File: src/rtl/hazard_ctrl_if.sv
// Hazard controller bundle: D/E/M/W register tags and memory status in, forwarding selects and
// per-stage stall/flush controls out. The slave side is the controller, the master side drives it.
interface hazard_ctrl_if #(
   parameter int CNTW = 16
);
   logic [4:0]      Rs1D, Rs2D, Rs1E, Rs2E, RdE, RdM, RdW;
   logic            RegWriteM, RegWriteW, ResultSrcE0, armE, RedirectE;
   logic            MemAccessM, MemReadyM;
   logic [1:0]      ForwardAE, ForwardBE;
   logic            StallF, StallD, StallE, StallM;
   logic            FlushD, FlushE, FlushW, MemErr;
   logic [CNTW-1:0] StallCnt;

   modport master (
      output Rs1D, Rs2D, Rs1E, Rs2E, RdE, RdM, RdW,
      output RegWriteM, RegWriteW, ResultSrcE0, armE, RedirectE, MemAccessM, MemReadyM,
      input  ForwardAE, ForwardBE, StallF, StallD, StallE, StallM,
      input  FlushD, FlushE, FlushW, MemErr, StallCnt
   );

   modport slave (
      input  Rs1D, Rs2D, Rs1E, Rs2E, RdE, RdM, RdW,
      input  RegWriteM, RegWriteW, ResultSrcE0, armE, RedirectE, MemAccessM, MemReadyM,
      output ForwardAE, ForwardBE, StallF, StallD, StallE, StallM,
      output FlushD, FlushE, FlushW, MemErr, StallCnt
   );
endinterface

File: src/rtl/hazard_ctrl.sv
// Pipeline hazard controller: combinational forwarding, load-use stall, redirect flush and a
// RUN/WAIT/HALT freeze FSM for slow data memory; only the FSM and stall counter are registered.
module hazard_ctrl #(
   parameter int TIMEOUT = 16,
   parameter int CNTW    = 16
) (
   input  logic         clk,
   input  logic         rst,
   hazard_ctrl_if.slave hz
);
   typedef enum logic [1:0] {S_RUN, S_WAIT, S_HALT} state_t;

   state_t          state_q, state_d;
   logic [7:0]      wcnt_q, wcnt_d;
   logic [CNTW-1:0] stall_cnt_q, stall_cnt_d;
   logic            memwait, lduse, freeze;

   // RISC-V x0 is hardwired zero and must never be forwarded; ARM R0 is a real register.
   function automatic logic [1:0] fwd_sel(input logic [4:0] rs, input logic [4:0] rd_m,
                                          input logic wr_m, input logic [4:0] rd_w,
                                          input logic wr_w, input logic arm);
      logic live;
      live = arm || (rs != 5'd0);
      if (wr_m && (rd_m == rs) && live)      return 2'b10;
      else if (wr_w && (rd_w == rs) && live) return 2'b01;
      else                                   return 2'b00;
   endfunction

   always_comb begin
      hz.ForwardAE = fwd_sel(hz.Rs1E, hz.RdM, hz.RegWriteM, hz.RdW, hz.RegWriteW, hz.armE);
      hz.ForwardBE = fwd_sel(hz.Rs2E, hz.RdM, hz.RegWriteM, hz.RdW, hz.RegWriteW, hz.armE);
   end

   always_comb begin
      memwait = hz.MemAccessM && !hz.MemReadyM;
      lduse   = hz.ResultSrcE0 && ((hz.RdE == hz.Rs1D) || (hz.RdE == hz.Rs2D))
                && (hz.armE || (hz.RdE != 5'd0));
      freeze  = (state_q == S_HALT) || memwait;
   end

   always_comb begin
      state_d = state_q;
      wcnt_d  = wcnt_q;
      case (state_q)
         S_RUN: begin
            wcnt_d = 8'd0;
            if (memwait) state_d = S_WAIT;
         end
         S_WAIT: begin
            // Ready beats timeout when both land in the same cycle.
            if (!memwait) begin
               state_d = S_RUN;
               wcnt_d  = 8'd0;
            end else if (wcnt_q == 8'(TIMEOUT - 1)) begin
               state_d = S_HALT;
            end else begin
               wcnt_d = wcnt_q + 8'd1;
            end
         end
         S_HALT:  state_d = S_HALT;
         default: state_d = S_RUN;
      endcase
   end

   // While frozen the redirect flush is withheld; E is held so RedirectE re-presents afterwards.
   always_comb begin
      hz.StallF = lduse;
      hz.StallD = lduse;
      hz.StallE = 1'b0;
      hz.StallM = 1'b0;
      hz.FlushD = hz.RedirectE;
      hz.FlushE = lduse || hz.RedirectE;
      hz.FlushW = 1'b0;
      if (freeze) begin
         hz.StallF = 1'b1;
         hz.StallD = 1'b1;
         hz.StallE = 1'b1;
         hz.StallM = 1'b1;
         hz.FlushD = 1'b0;
         hz.FlushE = 1'b0;
         hz.FlushW = 1'b1;
      end
   end

   always_comb begin
      stall_cnt_d = stall_cnt_q;
      if (hz.StallF && (stall_cnt_q != {CNTW{1'b1}})) stall_cnt_d = stall_cnt_q + 1'b1;
   end

   always_ff @(posedge clk or posedge rst) begin
      if (rst) begin
         state_q     <= S_RUN;
         wcnt_q      <= 8'd0;
         stall_cnt_q <= '0;
      end else begin
         state_q     <= state_d;
         wcnt_q      <= wcnt_d;
         stall_cnt_q <= stall_cnt_d;
      end
   end

   assign hz.MemErr   = (state_q == S_HALT);
   assign hz.StallCnt = stall_cnt_q;
endmodule

File: src/flat_wrapper.sv
// flat-port wrapper written by rule: the top's interface ports become plain ports
module hazard_ctrl_flat 
#(
   parameter int TIMEOUT = 16,
   parameter int CNTW    = 16
)
  (clk, rst, hz_Rs1D, hz_Rs2D, hz_Rs1E, hz_Rs2E, hz_RdE, hz_RdM, hz_RdW, hz_RegWriteM, hz_RegWriteW, hz_ResultSrcE0, hz_armE, hz_RedirectE, hz_MemAccessM, hz_MemReadyM, hz_ForwardAE, hz_ForwardBE, hz_StallF, hz_StallD, hz_StallE, hz_StallM, hz_FlushD, hz_FlushE, hz_FlushW, hz_MemErr, hz_StallCnt);
  hazard_ctrl_if #(.CNTW(CNTW)) hz_i ();
  input  logic clk;
  input  logic rst;
  input wire logic [$bits(hz_i.Rs1D)-1:0] hz_Rs1D;
  input wire logic [$bits(hz_i.Rs2D)-1:0] hz_Rs2D;
  input wire logic [$bits(hz_i.Rs1E)-1:0] hz_Rs1E;
  input wire logic [$bits(hz_i.Rs2E)-1:0] hz_Rs2E;
  input wire logic [$bits(hz_i.RdE)-1:0] hz_RdE;
  input wire logic [$bits(hz_i.RdM)-1:0] hz_RdM;
  input wire logic [$bits(hz_i.RdW)-1:0] hz_RdW;
  input wire logic [$bits(hz_i.RegWriteM)-1:0] hz_RegWriteM;
  input wire logic [$bits(hz_i.RegWriteW)-1:0] hz_RegWriteW;
  input wire logic [$bits(hz_i.ResultSrcE0)-1:0] hz_ResultSrcE0;
  input wire logic [$bits(hz_i.armE)-1:0] hz_armE;
  input wire logic [$bits(hz_i.RedirectE)-1:0] hz_RedirectE;
  input wire logic [$bits(hz_i.MemAccessM)-1:0] hz_MemAccessM;
  input wire logic [$bits(hz_i.MemReadyM)-1:0] hz_MemReadyM;
  output wire logic [$bits(hz_i.ForwardAE)-1:0] hz_ForwardAE;
  output wire logic [$bits(hz_i.ForwardBE)-1:0] hz_ForwardBE;
  output wire logic [$bits(hz_i.StallF)-1:0] hz_StallF;
  output wire logic [$bits(hz_i.StallD)-1:0] hz_StallD;
  output wire logic [$bits(hz_i.StallE)-1:0] hz_StallE;
  output wire logic [$bits(hz_i.StallM)-1:0] hz_StallM;
  output wire logic [$bits(hz_i.FlushD)-1:0] hz_FlushD;
  output wire logic [$bits(hz_i.FlushE)-1:0] hz_FlushE;
  output wire logic [$bits(hz_i.FlushW)-1:0] hz_FlushW;
  output wire logic [$bits(hz_i.MemErr)-1:0] hz_MemErr;
  output wire logic [$bits(hz_i.StallCnt)-1:0] hz_StallCnt;
  assign hz_i.Rs1D = hz_Rs1D;
  assign hz_i.Rs2D = hz_Rs2D;
  assign hz_i.Rs1E = hz_Rs1E;
  assign hz_i.Rs2E = hz_Rs2E;
  assign hz_i.RdE = hz_RdE;
  assign hz_i.RdM = hz_RdM;
  assign hz_i.RdW = hz_RdW;
  assign hz_i.RegWriteM = hz_RegWriteM;
  assign hz_i.RegWriteW = hz_RegWriteW;
  assign hz_i.ResultSrcE0 = hz_ResultSrcE0;
  assign hz_i.armE = hz_armE;
  assign hz_i.RedirectE = hz_RedirectE;
  assign hz_i.MemAccessM = hz_MemAccessM;
  assign hz_i.MemReadyM = hz_MemReadyM;
  assign hz_ForwardAE = hz_i.ForwardAE;
  assign hz_ForwardBE = hz_i.ForwardBE;
  assign hz_StallF = hz_i.StallF;
  assign hz_StallD = hz_i.StallD;
  assign hz_StallE = hz_i.StallE;
  assign hz_StallM = hz_i.StallM;
  assign hz_FlushD = hz_i.FlushD;
  assign hz_FlushE = hz_i.FlushE;
  assign hz_FlushW = hz_i.FlushW;
  assign hz_MemErr = hz_i.MemErr;
  assign hz_StallCnt = hz_i.StallCnt;
  hazard_ctrl #(.TIMEOUT(TIMEOUT), .CNTW(CNTW)) u_core (.clk(clk), .rst(rst), .hz(hz_i));
endmodule
File: config.mk
export PLATFORM = sky130hd
export DESIGN_NAME = hazard_ctrl_flat
export DESIGN_NICKNAME = d
export VERILOG_FILES = /design/src/rtl/hazard_ctrl_if.sv /design/src/rtl/hazard_ctrl.sv /design/src/flat_wrapper.sv
export SDC_FILE = /design/constraint.sdc
export NUM_CORES = 1
export LEC_CHECK = 0
export ABC_AREA = 1
export CAP_MARGIN = 20
export CORE_MARGIN = 3
export CORE_UTILIZATION = 45
export CTS_BUF_LIST = sky130_fd_sc_hd__clkbuf_8
export DETAILED_ROUTE_END_ITERATION = 12
export PLACE_DENSITY = 0.83
export SLEW_MARGIN = 20
export SYNTH_ARGS = -nofsm -noshare
export SYNTH_HDL_FRONTEND = slang
export SYNTH_SLANG_ARGS = --single-unit
File: constraint.sdc
create_clock -name clk -period 1.9 [get_ports clk]
set_clock_uncertainty 0.1 [all_clocks]
set_input_delay 0.285 -clock clk [delete_from_list [all_inputs] [get_ports clk]]
set_output_delay 0.285 -clock clk [all_outputs]
set_load 0.02 [all_outputs]
### Yosys cells after proc, flatten, opt, wreduce, memory -nomap -nowiden

Index checks and enable logic that the tools add are counted.

* bits in registers: 26
* bits of input ports: 44
* output and inout port bits: 28

* add/subtract/negate cells: 2
* equality and inequality tests: 13
* muxes and demuxes: 15
* reduce and logical (&&, ||, !) cells: 26

Operators with widths (count)
* == test 5 bit: 6
* adder 16 x 1 -> 16 bit (second input constant): 1
* two-way mux 8 bit: 2
* inequality test 16 bit (second input constant): 1
* one-hot mux 8 bit (2 select lines): 1
* nonzero test 5 bit: 3
* logical AND 1 bit: 12
* two-way mux 2 bit: 5
* adder 8 x 1 -> 8 bit (second input constant): 1
* == test 8 x 4 -> 1 bit (second input constant): 1
* logical OR 1 bit: 6
* two-way mux 1 bit: 6
* inequality test 3 bit (second input constant): 2
* one-hot mux 2 bit (3 select lines): 1
* AND reduction 2 bit: 2
* == test 2 x 1 -> 1 bit (second input constant): 1
* == test 2 bit (second input constant): 1
* logical NOT 2 bit: 1
* inequality test 2 x 1 -> 1 bit (second input constant): 1
* nonzero test 2 bit: 1
* logical NOT 1 bit: 1

### Longest topological paths before layout

Gate-level depths: netlist (run 1).

* depth in word-level cells: 6
* depth in mapped cells: 12
* mapped depth without buffers: 11

### Least setup slack after synthesis (run 1)

Ideal clock, no wire load.

* path type: input to output
* from: input port hz_RdM[4]
* to: output port hz_ForwardBE[0]
* data arrival time: 1536 ps
* setup slack: -21 ps
* cell stages on the path: 4
* path buffers: 0
* path through: xnor2_1 -> o211ai_1 -> nor4_1 -> nor2_1

* cells in the longest elaborated chain, start to end: 4

RTL lines
* start, declared: RTL line flat_wrapper.sv:16 `input wire logic [$bits(hz_i.RdM)-1:0] hz_RdM;`
* == test 5 bit: RTL line hazard_ctrl.sv:24 `if (wr_m && (rd_m == rs) && live) return 2'b10;`
* logical AND 1 bit (2 in series): RTL line hazard_ctrl.sv:24
* two-way mux 2 bit: RTL line hazard_ctrl.sv:24
* end, declared: RTL line flat_wrapper.sv:26 `output wire logic [$bits(hz_i.ForwardBE)-1:0] hz_ForwardBE;`

No other way between the ends.

### Worst setup path in the final report (run 1)

* from: input port hz_MemAccessM
* to: output port hz_FlushD

* cells in the longest elaborated chain, start to end: 3

RTL lines
* start, declared: RTL line flat_wrapper.sv:23 `input wire logic [$bits(hz_i.MemAccessM)-1:0] hz_MemAccessM;`
* logical AND 1 bit: RTL line hazard_ctrl.sv:35 `memwait = hz.MemAccessM && !hz.MemReadyM;`
* logical OR 1 bit: RTL line hazard_ctrl.sv:38 `freeze = (state_q == S_HALT) || memwait;`
* two-way mux 1 bit: RTL line hazard_ctrl.sv:74 `if (freeze) begin`
* end, declared: RTL line flat_wrapper.sv:31 `output wire logic [$bits(hz_i.FlushD)-1:0] hz_FlushD;`

No other way between the ends.

==> results of run 1 <==
==> power groups by stage <==
| stage | Sequential [mW] | Clock [mW] | Combinational (mW) |
|---|---|---|---|
| after floorplan | 0.728 | 0 | 0.239 |
| after global placement | 0.678 | 0 | 0.577 |
| after detailed placement | 0.684 | 0 | 0.594 |
| after CTS | 0.673 | 0.374 | 0.575 |
| after global routing | 0.682 | 0.389 | 0.633 |
| final | 0.673 | 0.360 | 0.573 |
==> Yosys cell counts <==
library cell	n
a211oi_1	1
a21oi_1	1
a21oi_2	1
buf_2	2
buf_4	3
buf_6	3
dfrtp_1	26
ha_1	2
inv_1	55
inv_2	2
nand2_1	104
nand2_2	3
nand2_4	2
nand3_1	26
nand3b_1	1
nand4_1	12
nor2_1	33
nor2_2	2
nor2_4	1
nor3_1	5
nor4_1	5
nor4_4	1
o2111ai_1	1
o211ai_1	1
o21ai_0	10
o22ai_1	3
or2_1	1
or2_2	4
xnor2_1	10
xor2_1	11
==> final cells by class <==
| type | count | area, µm² | area share, % |
|---|---|---|---|
| clock buffer | 4 | 55.1 | 1.80 |
| inverter | 57 | 214 | 7.01 |
| multi-input combinational | 241 | 1250 | 40.9 |
| sequential | 26 | 652 | 21.3 |
| tap | 52 | 65.1 | 2.13 |
| timing repair buffer | 90 | 820 | 26.8 |
==> metal layers <==
metal / vias up / GRT usage (%)
met5: - / 0
met4: 0 / 3.36
met3: 8 / 3.07
met2: 60 / 39.4
met1: 1056 / 25.9
li1: 1206 / -
==> worst max-delay path by stage <==
stage | start | endpoint | slack [ps] | depth (start not counted)
floorplan | u_core.state_q[1]$_DFFE_PP0P_ | hz_StallF | 60 | 8
global placement | hz_RdW[1] | hz_ForwardAE[0] | -530 | 8
detailed placement | hz_RdW[1] | hz_ForwardAE[0] | -560 | 8
CTS | hz_Rs1E[3] | hz_ForwardAE[0] | -20 | 7
global route | hz_RdW[1] | hz_ForwardAE[0] | 10 | 8
finish | hz_MemAccessM | hz_FlushD | 120 | 7
==> what timing repair did <==
action / 4_1_cts / 5_1_grt
gates resized for setup: 69 / 29
pin swaps: 9 / 11
endpoints found under the setup margin: 12 / 23
==> kinds of logic after synthesis <==
family | after synthesis
and+or+nand+nor | 200
buffers and inverters | 65
DFF | 26
xor gates and xnor gates | 21
AOI/OAI and AO/OA | 18
adders and majority gates | 2
==> registers in the layout, indices dropped and copies added (netlist names) <==
register,count
u_core.wcnt_q,8
u_core.hz.StallCnt,16
u_core.state_q,2
==> stage by stage <==
stage               std cells  power [mW]  TNS (ps)  setup slack (ps)
finish                    470        1.61         0               117
global route              470        1.70         0              12.0
CTS                       470        1.62     -26.9             -22.7
floorplan                 332       0.966         0              60.5
global placement          466        1.25     -6700              -533
detailed placement        466        1.28     -7660              -558
==> worst register-to-register path: cells and delay by family (launching register included) <==
family                     cells  cell delay (ps)
DFF                            1              420
adders and majority gates      1              190
and+or+nand+nor                8              980
==> results.sh, run 1 <==
export IMPL_ant_nets=0
export IMPL_synth_xor_area_share_pct=8.57
export IMPL_critPathSlowestCell="clkdlybuf4s50_1"
export IMPL_critPathMaxStageDelay_ps=450
export IMPL_gp_congestion=0.885
export IMPL_yosysUniqueCellTypes=30
export IMPL_top_layer_used="met4"
export IMPL_synth_mux_area_fraction_pct=0
export IMPL_r2r_start="u_core.hz.StallCnt[0]$_DFFE_PP0P_"
export IMPL_cts_max_path_buffers=2
export IMPL_fin_nets=465
export IMPL_period_share_pct=93.9
export IMPL_cts_setup_buffers=0
export IMPL_wl_met3_um=303
export IMPL_required_ps=1510
export IMPL_stdcell_area_mm2=0.00305
export IMPL_fmax_mhz=561
export IMPL_worstSetupEndpointType="output pin"
export IMPL_tightest_slew_ps=394
export IMPL_ys_warn_count=0
export IMPL_clockPowerShare_pct=22.4
export IMPL_arrival_ps=1400
export IMPL_hold_ws_ps=260
export IMPL_num_fill_cells=379
export IMPL_htreeDepth=1
export IMPL_drc=0
export IMPL_r2r_cells=9
export IMPL_cts_buffers=3
export IMPL_cts_sinks=26
export IMPL_critPathLaunchType="input pin"
export IMPL_grt_max_degree=27
export IMPL_synth_top_area_share_pct=30.3
export IMPL_grt_first_pass_wirelength_mm=9.44
export IMPL_grt_usage_pct=21.1
export IMPL_synthAdderAreaFrac_pct=1.17
export IMPL_netSwitchingFraction_pct=33.8
export IMPL_dieArea_mm2=0.00564
export IMPL_synth_area_mm2=0.00215
export IMPL_ys_seq_area_share_pct=30.3
export IMPL_wl_met2_mm=3.06
export IMPL_outcome="complete, no violations"
export IMPL_grt_pass1_vias=2166
export IMPL_p_seq_share_pct=41.9
export IMPL_hp_class="input pin to async pin"
export IMPL_path_class="input pin to output pin"
export IMPL_path_delay_family="buffers and inverters"
export IMPL_cts_tree="built"
export IMPL_syn_instance_count=332
export IMPL_synth_top_family_by_area="simple AND/OR/NAND/NOR gates"
export IMPL_power_frac_comb_pct=35.7
export IMPL_p_per_area_mw_per_mm2=526
export IMPL_finalSetupViolations=0
export IMPL_syn_num_nets=378
export IMPL_r2r_slack_ps=150
export IMPL_fp_dieW_um=75.1
export IMPL_insertion_delay_ps=270
export IMPL_wl_met1_mm=2.48
export IMPL_hold_buffers=0
export IMPL_drt_pass1_iter_count=4
export IMPL_syn_to_final_growth_pct=42.2
export IMPL_synth_compound_area_share_pct=4.95
export IMPL_power_switching_mw=0.543
export IMPL_rsz0062_at_grt="false"
export IMPL_diodes=0
export IMPL_portBuffers=71
export IMPL_ir_worst_vdd_mv=0.671
export IMPL_final_cell_mix="nand2_1, inv_1, nor2_1"
export IMPL_wl_per_cell_um=12.6
export IMPL_core_area_mm2=0.00447
export IMPL_slew_violations=0
export IMPL_clk_pin_slew_ps=90
export IMPL_viasPerCell=4.96
export IMPL_path_buf_inv=4
export IMPL_worstPathCellList="clkdlybuf4s50_1 -> inv_1 -> or2_4 -> nand2_4 -> buf_4 -> nor2_1 -> buf_2"
export IMPL_drt_wl_total_mm=5.91
export IMPL_p_leak_nw=1.67
export IMPL_layout_min_cycle_time_ps=1780
export IMPL_power_internal_mw=1.06
export IMPL_utilization_pct=68.3
export IMPL_synth_seq_cells=26
export IMPL_max_slew_margin_pct=73.7
export IMPL_drv_cap=0
export IMPL_reg2reg_to="u_core.hz.StallCnt[1]$_DFFE_PP0P_"
export IMPL_io_pin_count=72
export IMPL_synth_area_leader_cell="dfrtp_1"
export IMPL_hold_violations=0
export IMPL_hpwl_mm=4.67
export IMPL_globalRoute_totalOverflow=0
export IMPL_root_buffer="clkbuf_8"
export IMPL_netlist_top_cells_area="dfrtp_1, nand2_1, inv_1"
export IMPL_rows=24
export IMPL_vias=2330
export IMPL_die_h_um=75.1
export IMPL_placed_area_mm2=0.00301
export IMPL_yosys_area_share_simple_pct=42.0
export IMPL_antenna_found_initial=0
export IMPL_cp_max_fo=5
export IMPL_drive_above_1_share_pct=14.6
export IMPL_syn_area_per_cell_um2=6.47
export IMPL_mostFrequentLayoutCell="nand2_1"
export IMPL_start_util_pct=48.0
export IMPL_drtIter0Drc=104
Power figures use the tool's default switching activity.
==> run 2: changes to the inputs <==
==> constraint.sdc (replaced) <==
create_clock -name clk -period 2.3 [get_ports clk]
set_clock_uncertainty 0.1 [all_clocks]
set_input_delay 0.345 -clock clk [delete_from_list [all_inputs] [get_ports clk]]
set_output_delay 0.345 -clock clk [all_outputs]
set_load 0.02 [all_outputs]
==> results.sh, run 2 (synthesized netlist as in run 1, its figures left out) <==
export IMPL_outcome="complete, no violations"
export IMPL_tightest_slew_ps=374
export IMPL_antenna_found_initial=0
export IMPL_grt_pass1_vias=2078
export IMPL_cts_sinks=26
export IMPL_insertion_delay_ps=270
export IMPL_ant_nets=0
export IMPL_fp_dieW_um=75.1
export IMPL_power_switching_mw=0.434
export IMPL_cts_tree="built"
export IMPL_power_internal_mw=0.847
export IMPL_drtIter0Drc=104
export IMPL_gp_congestion=0.917
export IMPL_dpl_worst_slack_ps=-294
export IMPL_critPathLaunchType="input pin"
export IMPL_htreeDepth=1
export IMPL_globalRoute_totalOverflow=0
export IMPL_cts_buffers=3
export IMPL_grt_first_pass_wirelength_mm=9.09
export IMPL_hold_buffers=0
export IMPL_p_leak_nw=1.49
export IMPL_cts_setup_buffers=0
export IMPL_hold_violations=0
export IMPL_drv_cap=0
export IMPL_endpoint="hz_ForwardBE[0]"
export IMPL_clockPowerShare_pct=20.1
export IMPL_regArea_um2=651
export IMPL_critPathSlowestCell="clkdlybuf4s50_1"
export IMPL_worstSetupEndpointType="output pin"
export IMPL_core_area_mm2=0.00447
export IMPL_start_util_pct=48.0
export IMPL_portBuffers=71
export IMPL_path_buf_inv=2
export IMPL_fin_nets=459
export IMPL_final_cells=463
export IMPL_startpoint="hz_Rs2E[1]"
export IMPL_layout_min_cycle_time_ps=2200
export IMPL_fmax_mhz=455
export IMPL_post_cts_resized=13
export IMPL_clk_pin_slew_ps=90
export IMPL_r2r_start="u_core.hz.StallCnt[0]$_DFFE_PP0P_"
export IMPL_p_per_area_mw_per_mm2=431
export IMPL_largest_reg_flops=16
export IMPL_num_fill_cells=402
export IMPL_root_buffer="clkbuf_8"
export IMPL_p_seq_share_pct=43.3
export IMPL_netSwitchingFraction_pct=33.9
export IMPL_required_ps=1860
export IMPL_wl_per_cell_um=12.1
export IMPL_dieArea_mm2=0.00564
export IMPL_viasPerCell=4.93
export IMPL_grt_usage_pct=20.1
export IMPL_period_share_pct=95.6
export IMPL_path_depth=7
export IMPL_drt_pass1_iter_count=4
export IMPL_r2r_cells=9
export IMPL_reg2reg_to="u_core.hz.StallCnt[6]$_DFFE_PP0P_"
export IMPL_rows=24
export IMPL_finalSetupViolations=0
export IMPL_cts_max_path_buffers=2
export IMPL_path_delay_family="buffers and inverters"
export IMPL_drc=0
export IMPL_io_pin_count=72
export IMPL_critPathMaxStageDelay_ps=530
export IMPL_grt_max_degree=27
export IMPL_place_inst=460
export IMPL_path_class="input pin to output pin"
export IMPL_hpwl_mm=4.45
export IMPL_fin_ws_ps=100
export IMPL_drive_above_1_share_pct=9.25
export IMPL_rsz0062_at_grt="false"
export IMPL_power_frac_comb_pct=36.6
export IMPL_p_total_mw=1.28
export IMPL_r2r_slack_ps=440
export IMPL_slew_violations=0
export IMPL_drt_wl_total_mm=5.59
export IMPL_final_cell_mix="nand2_1, clkdlybuf4s50_1, inv_1"
export IMPL_mostFrequentLayoutCell="nand2_1"
export IMPL_cp_max_fo=3
export IMPL_max_slew_margin_pct=74.8
export IMPL_arrival_ps=1750
export IMPL_vias=2283
export IMPL_multi_input_area_mm2=0.00122
export IMPL_worstPathCellList="clkdlybuf4s50_1 -> xnor2_1 -> nand3_1 -> nor3_1 -> nand4_1 -> nor2_1 -> clkdlybuf4s15_1"
export IMPL_ir_worst_vdd_mv=0.384
export IMPL_syn_to_final_growth_pct=38.3
export IMPL_die_h_um=75.1
export IMPL_diodes=0
export IMPL_hp_class="input pin to async pin"
[run 2: cell types whose count changed in the layout (fill, tap and decap cells not counted), sizes merged]
cell | before | now
buf | 27 | 14
clkdlybuf4s50 | 25 | 60
dlygate4sd2 | 22 | 5
dlymetal6s2s | 12 | 0
[run 2: metrics by stage]
stage	setup TNS [ps]	hold slack [ps]	cell area [µm²]	utilization [%]
global placement	-1520	363	2950	66.0
CTS	0	333	2980	66.7
detailed placement	-1860	368	2950	66.0
global route	0	358	2970	66.4
floorplan	0	285	2150	-
finish	0	322	2970	66.4
[run 2: how the worst min path moves through the flow]
stage                                  start                                 to  depth (start not counted)
3_5_place_dp   u_core.state_q[1]$_DFFE_PP0P_      u_core.state_q[0]$_DFFE_PP0P_                          1
3_3_place_gp   u_core.state_q[1]$_DFFE_PP0P_      u_core.state_q[0]$_DFFE_PP0P_                          1
6_report                                 rst       u_core.wcnt_q[2]$_DFFE_PP0P_                          3
4_1_cts                                  rst  u_core.hz.StallCnt[2]$_DFFE_PP0P_                          3
2_1_floorplan                            rst  u_core.hz.StallCnt[0]$_DFFE_PP0P_                          1
5_1_grt                                  rst       u_core.wcnt_q[2]$_DFFE_PP0P_                          3
[run 2: layout make-up]
cell class / count / area share [%]
Timing Repair Buffer: 84 / 26.2
Sequential cell: 26 / 21.9
Clock buffer: 3 / 1.39
Multi-Input combinational cell: 241 / 41.2
Tap cell: 52 / 2.19
Inverter: 57 / 7.20
[run 2: power by group through the flow]
stage	combinational, mW	sequential [mW]	clock (mW)
after CTS	0.472	0.554	0.273
after global placement	0.465	0.561	0
after global routing	0.514	0.565	0.280
after floorplan	0.196	0.601	0
after detailed placement	0.477	0.562	0
final	0.468	0.554	0.258
[run 2: routing by layer]
| metal | global-route usage, % | wire length (µm) |
|---|---|---|
| met3 | 2.94 | 279 |
| met5 | 0 | 0 |
| met2 | 36.9 | 2860 |
| met4 | 1.19 | 0 |
| met1 | 26.1 | 2450 |
[run 2: tightest hold or removal path, stage by stage]
cell             delay [ps]
clkdlybuf4s50_1         390
inv_1                    50
buf_4                   310
==> RTL change 1: new RTL, config.mk and constraints of run 2 <==
`CNTW` is set to 16 in 3 places; all go to 17.
--- a/src/rtl/hazard_ctrl_if.sv
+++ b/src/rtl/hazard_ctrl_if.sv
@@ -1,7 +1,7 @@
 // Hazard controller bundle: D/E/M/W register tags and memory status in, forwarding selects and
 // per-stage stall/flush controls out. The slave side is the controller, the master side drives it.
 interface hazard_ctrl_if #(
-   parameter int CNTW = 16
+   parameter int CNTW = 17
 );
    logic [4:0]      Rs1D, Rs2D, Rs1E, Rs2E, RdE, RdM, RdW;
    logic            RegWriteM, RegWriteW, ResultSrcE0, armE, RedirectE;
--- a/src/rtl/hazard_ctrl.sv
+++ b/src/rtl/hazard_ctrl.sv
@@ -2,7 +2,7 @@
 // RUN/WAIT/HALT freeze FSM for slow data memory; only the FSM and stall counter are registered.
 module hazard_ctrl #(
    parameter int TIMEOUT = 16,
-   parameter int CNTW    = 16
+   parameter int CNTW    = 17
 ) (
    input  logic         clk,
    input  logic         rst,
--- a/src/flat_wrapper.sv
+++ b/src/flat_wrapper.sv
@@ -2,7 +2,7 @@
 module hazard_ctrl_flat 
 #(
    parameter int TIMEOUT = 16,
-   parameter int CNTW    = 16
+   parameter int CNTW    = 17
 )
   (clk, rst, hz_Rs1D, hz_Rs2D, hz_Rs1E, hz_Rs2E, hz_RdE, hz_RdM, hz_RdW, hz_RegWriteM, hz_RegWriteW, hz_ResultSrcE0, hz_armE, hz_RedirectE, hz_MemAccessM, hz_MemReadyM, hz_ForwardAE, hz_ForwardBE, hz_StallF, hz_StallD, hz_StallE, hz_StallM, hz_FlushD, hz_FlushE, hz_FlushW, hz_MemErr, hz_StallCnt);
   hazard_ctrl_if #(.CNTW(CNTW)) hz_i ();
Ports: changed (resized hz_StallCnt); port bits go from 72 to 73. The function was not compared with the original's and may differ.
==> RTL change 1 against run 2 <==
Design area rose by 0.80%. Critical path depth unchanged. Clock power is 2% higher. Wire length shrank 2.9%. Setup slack got worse by 0.014 ns. Global-route usage decreased by 0.13 points. Total power rose by 1.5%. Sequential share of layout area is 0.66 points higher. Largest power group unchanged. Synthesized area about the same. Sequential cell count up 1. Critical endpoint is now hz_ForwardAE[1].
==> RTL change 1: results (changes against run 2) <==
status finished clean; DRT Pass-1 Iters 4 (unchanged); multiplexer area fraction after synthesis 0% (unchanged); GPL Wtd Cong 0.936 (+2.1%); Root Driver clkbuf_8; yosys warns 0 (unchanged); Critical Path AT 1.77 ns (+0.02 ns); latest clock arrival within the worst-skew pair 0.27 ns (about the same); post-CTS setup buffer count 0 (unchanged); syn nets 367 (-2.9%); first-pass GRT wire length 9.06 mm (-0.31%); Clock Path Buffers 2 (unchanged); fillers 377 (-6.2%); hold-fix buffers at CTS 0 (unchanged); post-CTS resize count 12 (-1); unique cell type count in the Yosys netlist 34 (+13%); DR WL/cell 11.9 microns (-1.2%); Synth Flop Type dfrtp_1; H-tree level count 1 (unchanged); Post-synth top cells 97 x nand2_1, 40 x inv_1, 35 x nor2_1, 31 x nand3_1, 27 x dfrtp_1; Hold Crit Class primary input to async pin; Compound-Gate Fraction of Synth Area 6.71% (+1.8 points); Seq/Total Area, Yosys 31.5% (+1.2 points); Switching Fraction 32.9% (-0.98 points); vias in the first global route 2,178 (+4.8%); CP max FO 3 (unchanged); GRT Resource Usage Total 20.0% (-0.13 points); synth top area cells dfrtp_1 31%, nand2_1 17%, nand3_1 7.2%; violation count after the first detailed-route iteration 163 (+57%); Nets 451 (-1.7%); peak supply drop 0.222 mV (-42%); total CTS buffers 3 (unchanged); Pleak 1.54 nW (+3.3%); Antenna diodes 0 (unchanged); antenna violations before repair 0 (unchanged); ys async rst share 100% (unchanged); layout cell share with drive strength beyond 1 10.4% (+1.2 points); Fin. Hold Viols 0 (unchanged); max reg flops 17 (+1); clk slew on worst S/H paths 0.09 ns (about the same); largest net degree at the start of global routing 28 (+3.7%); Synth Area in Adders 1.75% (+0.58 points); Synth Area in XOR/XNOR 10.6% (+2.0 points); DP HPWL 4.33 mm (-2.9%); # port buffers 72 (+1.4%); vias per cell 4.99 (+1.1%); Slew headroom 77.1% (+2.3 points)
[RTL change 1: cells by family (layout without fill, tap and decap cells)]
kind of cell | count (synthesis) | in the layout
buf+inv | 55 | 138
simple gates | 187 | 187
fa+ha+maj | 3 | 3
xor+xnor | 26 | 26
compound gates | 22 | 22
flops | 27 | 27
[RTL change 1: final timing paths]
| kind | end | depth (start not counted) | slack [ns] | from |
|---|---|---|---|---|
| max in group asynchronous | u_core.hz.StallCnt[13] | 3 | 1.50 | rst |
| worst min-delay path | u_core.wcnt_q[4] | 3 | 0.34 | rst |
| worst max register to register | u_core.hz.StallCnt[11] | 9 | 0.23 | u_core.hz.StallCnt[1] |
| worst max-delay path | hz_ForwardAE[1] | 7 | 0.09 | hz_RdM[2] |
| worst min register to register | u_core.state_q[0] | 1 | 0.37 | u_core.state_q[1] |
| min in group clk | u_core.state_q[0] | 1 | 0.37 | u_core.state_q[1] |
[RTL change 1: critical path, stage by stage]
cell,delay (ns)
clkdlybuf4s50_1,0.47
inv_1,0.08
o21ai_0,0.08
a21oi_1,0.14
nand3_1,0.10
nor3_1,0.20
clkdlybuf4s15_1,0.36
[RTL change 1: power by group through the flow]
| stage | Combinational [mW] | Sequential, mW | Clock [mW] |
|---|---|---|---|
| finish | 0.471 | 0.564 | 0.264 |
| global route | 0.518 | 0.572 | 0.286 |
| CTS | 0.473 | 0.565 | 0.268 |
| detailed placement | 0.475 | 0.575 | 0 |
| global placement | 0.469 | 0.573 | 0 |
| floorplan | 0.198 | 0.617 | 0 |
[RTL change 1: layout make-up]
| type | instances | area [sq um] | area share [%] |
|---|---|---|---|
| clock buffers | 3 | 41.3 | 1.38 |
| clock inverters | 1 | 3.75 | 0.125 |
| inverters | 47 | 176 | 5.89 |
| multi-input cells | 238 | 1230 | 41.2 |
| flip-flops and latches | 27 | 676 | 22.6 |
| well taps | 52 | 65.1 | 2.17 |
| repair buffers | 87 | 798 | 26.7 |
[RTL change 1: per-stage QoR]
step	instances	cell area, sq um	hold slack [ns]	setup WS [ns]	setup TNS (ns)
3_5_place_dp	451	2970	0.369	-0.293	-2.24
2_1_floorplan	320	2150	0.298	0.101	0
6_report	455	2990	0.342	0.0863	0
4_1_cts	455	3000	0.360	0.0243	0
3_3_place_gp	451	2970	0.348	-0.255	-1.85
5_1_grt	455	2990	0.389	-0.0116	-0.0116
[RTL change 1: metal layers]
metal  vias up  GRT usage [%]  share of wire (%)
met5         -              0                  0
met4         0           4.15               0.85
met3         6           4.41                6.7
met2        72           37.7                 51
met1      1014           22.9                 42
li1       1177              -                  -
==> RTL change 2: new RTL, flow settings as in run 2 <==
Made on the original files. Register the output `hz.MemErr`; this adds one clock of latency there.
--- a/src/rtl/hazard_ctrl.sv
+++ b/src/rtl/hazard_ctrl.sv
@@ -99,7 +99,9 @@
       end
    end
 
-   assign hz.MemErr   = (state_q == S_HALT);
+   always_ff @(posedge clk) begin
+      hz.MemErr <= (state_q == S_HALT);
+   end
    assign hz.StallCnt = stall_cnt_q;
 endmodule
 
Behaviour: same outputs for any inputs over 10 cycles, from zero or initial values and one cycle with rst high; that may be too few to reach the edited logic, so the function may still have changed.
==> RTL change 2 against run 2 <==
Wire length down 0.98%. Final cell count increased by 1.5%. Synthesized area up 0.93%. Critical path depth did not move. Setup slack better by 0.0068 ns. Highest routed layer is now met4. Design area increased by 2.7%. Hold slack better by 0.0059 ns. Largest cell class unchanged. Total power rose by 2.0%. Sequential cell count rose by 1.
==> RTL change 2: results (changes against run 2) <==
yosys warns 0 (unchanged); total CTS buffers 3 (unchanged); DRT Pass-1 Iters 4 (unchanged); DR top layer met4; Post-Syn Area 0.00217 sq mm (+0.93%); vias per cell 4.98 (+1.0%); DR WL/cell 11.8 microns (-2.5%); crit-path max cell delay 0.48 ns (-0.05 ns); Pleak 1.60 nW (+7.8%); Syn Inst Count 333 (+0.30%); ys async rst share 96.3% (-3.7 points); peak supply drop 0.311 mV (-19%); status finished clean; Nets 464 (+1.1%); clk slew on worst S/H paths 0.09 ns (about the same); GRT Resource Usage Total 20.1% (-0.040 points); largest net degree at the start of global routing 27 (unchanged); wire length on met2 2.80 mm (-2.0%); Clock Path Buffers 2 (unchanged); violation count after the first detailed-route iteration 127 (+22%); vias in the first global route 2,134 (+2.7%); max reg flops 16 (unchanged); synth top area cells dfrtp_1 30%, nand2_1 18%, inv_1 9.5%; Seq/Total Area, Yosys 30.9% (+0.64 points); Slew headroom 75.0% (+0.11 points); post-CTS setup buffer count 0 (unchanged); layout cell share with drive strength beyond 1 10.6% (+1.3 points); syn nets 379 (+0.26%); H-tree level count 1 (unchanged); Post-synth top cells 104 x nand2_1, 55 x inv_1, 33 x nor2_1, 26 x dfrtp_1, 26 x nand3_1; Root Driver clkbuf_8; slowest cell on the critical path clkdlybuf4s50_1; GPL Wtd Cong 0.873 (-4.8%); DP HPWL 4.41 mm (-0.97%); placed cell areas 0.00300 sq mm (+1.7%); area leader, netlist dfrtp_1; DR WL met3 238 microns (-15%); first-pass GRT wire length 9.10 mm (+0.15%); unique cell type count in the Yosys netlist 31 (+3.3%); # port buffers 71 (unchanged); Synth Flop Type dfrtp_1; Hold Crit Class primary input to async pin; Post-Layout Cell Count 470 (+1.5%); met1 WL 2.40 mm (-2.3%); antenna violations before repair 1 (+1)
==> RTL change 2: stage by stage <==
| step | setup slack (ns) | hold slack (ns) | utilization [%] | setup TNS (ns) | power (mW) |
|---|---|---|---|---|---|
| after floorplan | 0.259 | 0.285 | - | 0 | 0.815 |
| after global placement | -0.338 | 0.361 | 66.7 | -1.78 | 1.05 |
| after detailed placement | -0.313 | 0.371 | 66.7 | -1.89 | 1.06 |
| after CTS | -0.000670 | 0.340 | 67.8 | -0.000670 | 1.32 |
| after global routing | 0.0224 | 0.370 | 67.7 | 0 | 1.39 |
| final | 0.107 | 0.328 | 67.7 | 0 | 1.31 |
==> RTL change 2: logic make-up after synthesis <==
kind of cell,synth area share [%]
simple gates,41.6
buf+inv,12.9
compound gates,4.91
flops,30.9
fa+ha+maj,1.15
xor+xnor,8.49
==> RTL change 2: path summary, 6_finish.rpt <==
path	start	to	cells after the start	slack, ns
setup / recovery	hz_RdM[0]	hz_ForwardBE[1]	7	0.11
setup reg to reg	u_core.hz.StallCnt[0]	u_core.hz.StallCnt[11]	11	0.42
max in group asynchronous	rst	u_core.hz.StallCnt[10]	3	1.51
min in group clk	u_core.state_q[1]	u_core.state_q[0]	1	0.38
hold reg to reg	u_core.state_q[1]	u_core.state_q[0]	1	0.38
hold / removal	rst	u_core.hz.StallCnt[13]	3	0.33
==> RTL change 2: what timing repair did <==
action,CTS,global route
hold endpoints to repair,0,0
pin swaps,1,1
setup endpoints to repair,10,10
resized for setup,17,17
==> RTL change 2: area by class of cell <==
cell class	count	area, sq um
Multi-Input combinational cell	241	1220
Inverter	57	214
Tap cell	52	65.1
Antenna cell	1	2.50
Clock buffer	3	41.3
Timing Repair Buffer	88	830
Sequential cell	27	671
Clock inverter	1	3.75
Fill cell	388	1460
==> RTL change 2: worst reg2reg max path: cells and delay by family (launching register included) <==
| kind | cells | cell delay, ns |
|---|---|---|
| adder cells (fa/ha/maj) | 1 | 0.28 |
| flip-flops | 1 | 0.44 |
| AND/OR/NAND/NOR | 10 | 0.97 |
==> RTL change 2: metal layers <==
layer  track usage, %  vias up
li1                 -     1211
met1             24.7     1066
met2             36.6       54
met3             3.17       10
met4             4.66        0
met5                0        -
==> RTL change 2: power breakdown <==
group	internal, mW	switching (mW)
combinational	0.232	0.235
sequential	0.515	0.0579
clock	0.120	0.146
total	0.867	0.439
